$ cat src/rtl/instr_fetch_unit_pkg.sv
// Shared definitions for the instruction fetch unit: FSM encoding,
// instruction field positions and default widths.
package instr_fetch_unit_pkg;

  localparam int unsigned PC_W_DEF    = 12;
  localparam int unsigned IW_DEF      = 16;
  localparam int unsigned TIMEOUT_DEF = 15;

  typedef enum logic [1:0] {
    IDLE = 2'd0,
    REQ  = 2'd1,
    DONE = 2'd2
  } state_t;

  // Instruction field bit positions within the IR
  localparam int unsigned IT_MSB  = 15;
  localparam int unsigned IT_LSB  = 13;
  localparam int unsigned OPC_MSB = 12;
  localparam int unsigned OPC_LSB = 10;
  localparam int unsigned C_MSB   = 9;
  localparam int unsigned C_LSB   = 8;
  localparam int unsigned I_BIT   = 7;
  localparam int unsigned LD_BIT  = 6;
  localparam int unsigned LB_BIT  = 5;
  localparam int unsigned IMM_MSB = 4;
  localparam int unsigned IMM_LSB = 0;

endpackage

$ cat src/rtl/instr_fetch_unit_pc_reg.sv
// Program counter register with next-PC select (increment or target).
module fetch_pc_reg #(
  parameter int unsigned PC_W     = 12,
  parameter int unsigned RESET_PC = 0
) (
  input  logic            clk,
  input  logic            rst,
  input  logic            pcwrite,
  input  logic            pcsrc,
  input  logic [PC_W-1:0] pc_target,
  output logic [PC_W-1:0] pc
);

  logic [PC_W-1:0] pc_next;

  // Increment wraps naturally at the register width
  always_comb begin
    pc_next = pc + PC_W'(1);
    if (pcsrc) pc_next = pc_target;
  end

  always_ff @(posedge clk or posedge rst) begin
    if (rst) begin
      pc <= PC_W'(RESET_PC);
    end else if (pcwrite) begin
      pc <= pc_next;
    end
  end

endmodule

$ cat src/rtl/instr_fetch_unit.sv
// Instruction fetch unit: issues one memory request per fetch, captures the
// returned word into the IR, decodes its fields and holds the ALU flags.
module instr_fetch_unit
  import instr_fetch_unit_pkg::*;
#(
  parameter int unsigned PC_W     = PC_W_DEF,
  parameter int unsigned IW       = IW_DEF,
  parameter int unsigned TIMEOUT  = TIMEOUT_DEF,
  parameter int unsigned RESET_PC = 0
) (
  input  logic            clk,
  input  logic            rst,
  input  logic            fetch,
  input  logic            pcwrite,
  input  logic            pcsrc,
  input  logic [PC_W-1:0] pc_target,
  input  logic            loadf,
  input  logic            alu_z,
  input  logic            alu_n,
  input  logic            alu_v,
  output logic            imem_req,
  output logic [PC_W-1:0] imem_addr,
  input  logic            imem_ack,
  input  logic [IW-1:0]   imem_rdata,
  output logic            busy,
  output logic            ir_valid,
  output logic            fetch_err,
  output logic [PC_W-1:0] pc,
  output logic [2:0]      it,
  output logic [2:0]      opc,
  output logic [1:0]      C,
  output logic            i,
  output logic            ld,
  output logic            lb,
  output logic [4:0]      imm,
  output logic            z,
  output logic            n,
  output logic            v
);

  localparam int unsigned CNT_W = $clog2(TIMEOUT + 1);

  state_t          state;
  logic [PC_W-1:0] fetch_addr;
  logic [IW-1:0]   ir;
  logic [CNT_W-1:0] wait_cnt;

  fetch_pc_reg #(
    .PC_W     (PC_W),
    .RESET_PC (RESET_PC)
  ) u_pc_reg (
    .clk       (clk),
    .rst       (rst),
    .pcwrite   (pcwrite),
    .pcsrc     (pcsrc),
    .pc_target (pc_target),
    .pc        (pc)
  );

  // Address comes straight from the captured register so PC updates never disturb it
  assign imem_addr = fetch_addr;

  always_ff @(posedge clk or posedge rst) begin
    if (rst) begin
      state      <= IDLE;
      fetch_addr <= PC_W'(RESET_PC);
      ir         <= '0;
      wait_cnt   <= '0;
      imem_req   <= 1'b0;
      busy       <= 1'b0;
      ir_valid   <= 1'b0;
      fetch_err  <= 1'b0;
    end else begin
      ir_valid  <= 1'b0;
      fetch_err <= 1'b0;
      case (state)
        IDLE: begin
          if (fetch) begin
            fetch_addr <= pc;
            wait_cnt   <= '0;
            imem_req   <= 1'b1;
            busy       <= 1'b1;
            state      <= REQ;
          end
        end
        REQ: begin
          // An ack in the final allowed cycle still wins over the timeout
          if (imem_req && imem_ack) begin
            ir       <= imem_rdata;
            imem_req <= 1'b0;
            ir_valid <= 1'b1;
            state    <= DONE;
          end else if (wait_cnt == CNT_W'(TIMEOUT - 1)) begin
            wait_cnt  <= wait_cnt + CNT_W'(1);
            imem_req  <= 1'b0;
            busy      <= 1'b0;
            fetch_err <= 1'b1;
            state     <= IDLE;
          end else begin
            wait_cnt <= wait_cnt + CNT_W'(1);
          end
        end
        DONE: begin
          busy  <= 1'b0;
          state <= IDLE;
        end
        default: begin
          imem_req <= 1'b0;
          busy     <= 1'b0;
          state    <= IDLE;
        end
      endcase
    end
  end

  // Flags update only on loadf, regardless of fetch activity
  always_ff @(posedge clk or posedge rst) begin
    if (rst) begin
      z <= 1'b0;
      n <= 1'b0;
      v <= 1'b0;
    end else if (loadf) begin
      z <= alu_z;
      n <= alu_n;
      v <= alu_v;
    end
  end

  assign it  = ir[IT_MSB:IT_LSB];
  assign opc = ir[OPC_MSB:OPC_LSB];
  assign C   = ir[C_MSB:C_LSB];
  assign i   = ir[I_BIT];
  assign ld  = ir[LD_BIT];
  assign lb  = ir[LB_BIT];
  assign imm = ir[IMM_MSB:IMM_LSB];

endmodule

$ cat config.mk
export PLATFORM = sky130hd
export DESIGN_NAME = instr_fetch_unit
export DESIGN_NICKNAME = d
export VERILOG_FILES = /design/src/rtl/instr_fetch_unit_pkg.sv /design/src/rtl/instr_fetch_unit_pc_reg.sv /design/src/rtl/instr_fetch_unit.sv
export SDC_FILE = /design/constraint.sdc
export NUM_CORES = 1
export LEC_CHECK = 0
export ABC_AREA = 1
export CELL_PAD_IN_SITES_DETAIL_PLACEMENT = 1
export CELL_PAD_IN_SITES_GLOBAL_PLACEMENT = 1
export CORE_ASPECT_RATIO = 0.6
export CORE_UTILIZATION = 32
export CTS_CLUSTER_DIAMETER = 40
export DETAILED_ROUTE_END_ITERATION = 8
export MAX_ROUTING_LAYER = met4
export PLACE_DENSITY = 0.89
export SLEW_MARGIN = 20
export SYNTH_ARGS = -nofsm -noshare
export SYNTH_HDL_FRONTEND = slang
export SYNTH_SLANG_ARGS = --single-unit
$ cat constraint.sdc
create_clock -name clk -period 2.35 [get_ports clk]
set_input_delay 0.5875 -clock clk [delete_from_list [all_inputs] [get_ports clk]]
set_output_delay 0.5875 -clock clk [all_outputs]
set_load 0.05 [all_outputs]
==> results by group <==
Critical path
  – Worst R2R End: u_pc_reg.pc[10]$_DFFE_PP0P_
  – Critical Path Slowest Stage Cell: clkdlybuf4s50_1
  – RR Startpoint: u_pc_reg.pc[0]$_DFFE_PP0P_
  – Critical path depth in cells: 1
  – Crit path cell chain: clkdlybuf4s50_1
  – Crit path arrival time: 1.62 ns
  – Critical path class: reg -> out
  – Critical Path End: pc[5]
  – CP Capture Type: output port
  – R2R cell count: 8
  – Worst path bufs/invs: 1
  – Critical path startpoint category: flop
  – CP top delay family: buffers and inverters
  – Req. time, crit path: 1.76 ns
  – Reg2reg setup slack: just under 0.9 ns
  – Worst-path fanout max: 6
  – Slowest stage delay, CP: approximately 0.86 ns
  – Crit path from: u_pc_reg.pc[5]$_DFFE_PP0P_

Pwr
  – Power per cell area: approximately 1300 mW/mm2
  – Peak VDD IR: a little over 0.0008 V
  – Leak pwr: 0.00172 uW

Clock network
  – TritonCTS clock tree: yes
  – Resize count post-CTS: 0
  – Quantity of hold-fixing buffers added after cts: 0
  – Clock Latency Late Sink: around 0.28 ns
  – Post-CTS setup buffer count: 0
  – # clock sinks: 53
  – Worst-path clk slew: approximately 0.070 ns
  – CTS buffer count: 5
  – Longest Clk Path Bufs: 2
  – Root Driver: clkbuf_16
  – H-tree Lvls: 2

Layout
  – ANT cells: 0
  – Fillers: about 900
  – Multi-input logic area: ~920 um2
  – Fin nets: between 400 and 500
  – Area Growth Syn to Fin: 46.7%
  – Register area: roughly 0.0013 mm2
  – Final non-filler cell total: 491
  – Share of layout cells above drive strength 1: under 10%

Route
  – DRC: 0
  – Post-DR vias/cell: between 4 and 5
  – Iteration-0 DRC Markers: between 100 and 150
  – Total number of vias: around 2300
  – WL per Instance: 13.8 um
  – Detailed Route WL: 6.79 mm
  – Number of routed nets with antenna violations: 0
  – DR pass1 iterations: 4

Floorplanning
  – DIE WIDTH: approximately 110 um
  – Initial Util: between 30% and 40%
  – Die Area: around 0.008 mm2
  – Die height: roughly 70 um
  – Floorplan row count: 24
  – Core Footprint: about 0.0073 mm2
  – Ports: 85

Worst hold path
  – Min-delay worst type: reg -> reg

GRT
  – Gr usage total: a little under a fifth
  – Vias in the first global route: about 2300
  – Gr ovfl total: 0
  – First-pass GRT wire length: 11.4 mm
  – Largest net degree at the start of global routing: 30
  – Initial antenna violation count: 0

Yosys
  – Post-Syn Area: ~0.0024 mm2
  – Compound-Gate Fraction of Synth Area: 9.20%
  – Cell variety after synth: 26
  – Net count after synthesis: 340
  – Mapped Cells: approximately 300
  – Post-Synth XOR/XNOR Area: 0%
  – #FFs+latches synth: 53
  – Largest family of logic cells by synthesized area: simple AND/OR/NAND/NOR gates
  – Post-synthesis simple-gate area fraction: roughly a quarter
  – Avg Cell Area, Syn: around 8.1 um2
  – Yosys warning count: 0
  – Seq/Total Area, Yosys: between 50% and 60%
  – Adder-Cell Fraction of Synth Area: around 1.5%
  – Mux cell area share after synthesis: under 10%

Placed design
  – # port buffers: 84
  – Gpl congestion: between 0.8 and 0.9
  – Inst Count DP: a little under 500
  – HPWL after detailed placement: ~5.3 mm

Outcome
  – Status: complete, no violations

STA
  – Final hold vios: 0
  – Min cycle time layout: around 2.2 ns
  – Final setup viols: 0
  – FMAX: roughly 450 MHz
  – Slew margin rel.: approximately 62%
  – Clock skew: 0.00704 ns
  – Max Slew Vio Count: 0
  – RSZ-0062 raised after global routing: no
  – Fin Setup TNS: 0 ns
  – Fin crit share: 94.1%
  – Worst-Margin Slew: 0.567 ns

Run
  – Max-cap violations: 0
layer usage:
layer  vias up  track usage [%]  routed length [um]
li1       1108                -                   -
met4         0             2.60                  17
met5         -                -                   0
met3         2             3.41                 268
met2        57             29.0                3050
met1      1101             26.9                3460
state kept, by name (all words and copies together), names as in the netlist, 2 cells and up:
signal / count
imem_addr: 12
ir: 16
state: 2
u_pc_reg.pc: 12
wait_cnt: 4
synthesized netlist by cell type:
cell type  count  share of area (%)
nand2_1      112                 17
dfrtp_1       53                 54
inv_1         32                4.9
o21ai_0       21                4.3
nor2_1        20                3.1
nand3_1       10                2.1
a21oi_1        9                1.8
o21ai_1        7                1.4
buf_2          6                1.2
ha_1           3                1.5
mux2_2         3                1.4
nor2_2         3               0.77
nor3_1         3               0.62
inv_2          2               0.31
nand2_2        2               0.51
nand4_1        2               0.51
o22ai_1        2               0.51
a32o_1         1               0.41
buf_4          1               0.31
buf_6          1               0.46
clkbuf_1       1               0.15
inv_4          1               0.26
nand2_4        1               0.46
nor2_4         1               0.46
o211ai_1       1               0.31
o21ai_2        1               0.36
logic make-up (layout without fill, tap and decap cells):
family,after synthesis,after routing
compound gates,42,42
mux,3,3
buf+inv,44,132
fa+ha+maj,3,3
flops,53,53
simple gates,154,154
how the worst min path moves through the flow:
| stage | start | endpoint | slack (ns) | depth (start not counted) |
|---|---|---|---|---|
| final | ir[10]$_DFFE_PP0P_ | ir[10]$_DFFE_PP0P_ | 0.48 | 2 |
| after global routing | ir[1]$_DFFE_PP0P_ | ir[1]$_DFFE_PP0P_ | 0.52 | 2 |
| after CTS | ir[11]$_DFFE_PP0P_ | ir[11]$_DFFE_PP0P_ | 0.49 | 2 |
| after detailed placement | ir[11]$_DFFE_PP0P_ | ir[11]$_DFFE_PP0P_ | 0.47 | 2 |
| after global placement | ir[10]$_DFFE_PP0P_ | ir[10]$_DFFE_PP0P_ | 0.46 | 2 |
| after floorplan | wait_cnt[0]$_DFFE_PP0P_ | wait_cnt[0]$_DFFE_PP0P_ | 0.47 | 1 |
layout make-up:
cell class / count / area share, %
Sequential cell: 53 / 37.1
Multi-Input combinational cell: 202 / 25.8
Timing Repair Buffer: 89 / 24.9
Inverter: 35 / 3.75
Tap cell: 104 / 3.64
Clock buffer: 6 / 3.61
Clock inverter: 2 / 1.09
power breakdown:
group	total (uW)	leakage (uW)	internal [uW]	switching [uW]
Combinational	2370	0.000991	759	1610
Sequential	1470	0.000652	1240	232
Clock	830	0.0000810	505	325
Total	4660	0.00172	2500	2160
placed cells by master (no fill, tap or decap):
master	Yosys	final
clkbuf_1	1	1
inv_1	32	31
nand2_2	2	2
clkdlybuf4s50_1	0	84
clkbuf_16	0	5
nand4_1	2	2
inv_4	1	1
bufinv_16	0	1
o21ai_1	7	7
buf_4	1	4
a21oi_1	9	9
nor2_2	3	3
ha_1	3	3
clkinv_4	0	1
o211ai_1	1	1
o21ai_0	21	21
a32o_1	1	1
inv_2	2	3
buf_12	0	1
mux2_2	3	3
nor3_1	3	3
nor2_1	20	20
dfrtp_1	53	53
nand2_4	1	1
o21ai_2	1	1
nand2_1	112	112
o22ai_1	2	2
nand3_1	10	10
nor2_4	1	1
stage by stage:
stage | total power [uW] | area [um2] | hold WS (ns) | worst slack, ns | utilization, %
after floorplan | 3000 | 2430 | 0.470 | 0.476 | -
after global placement | 3780 | 3400 | 0.464 | 0.428 | 46.6
after detailed placement | 3870 | 3400 | 0.475 | 0.348 | 46.6
after CTS | 4710 | 3570 | 0.493 | 0.130 | 48.9
after global routing | 4920 | 3570 | 0.516 | 0.0843 | 48.9
final | 4660 | 3570 | 0.483 | 0.138 | 48.9
(Power assumes the default switching activity.)
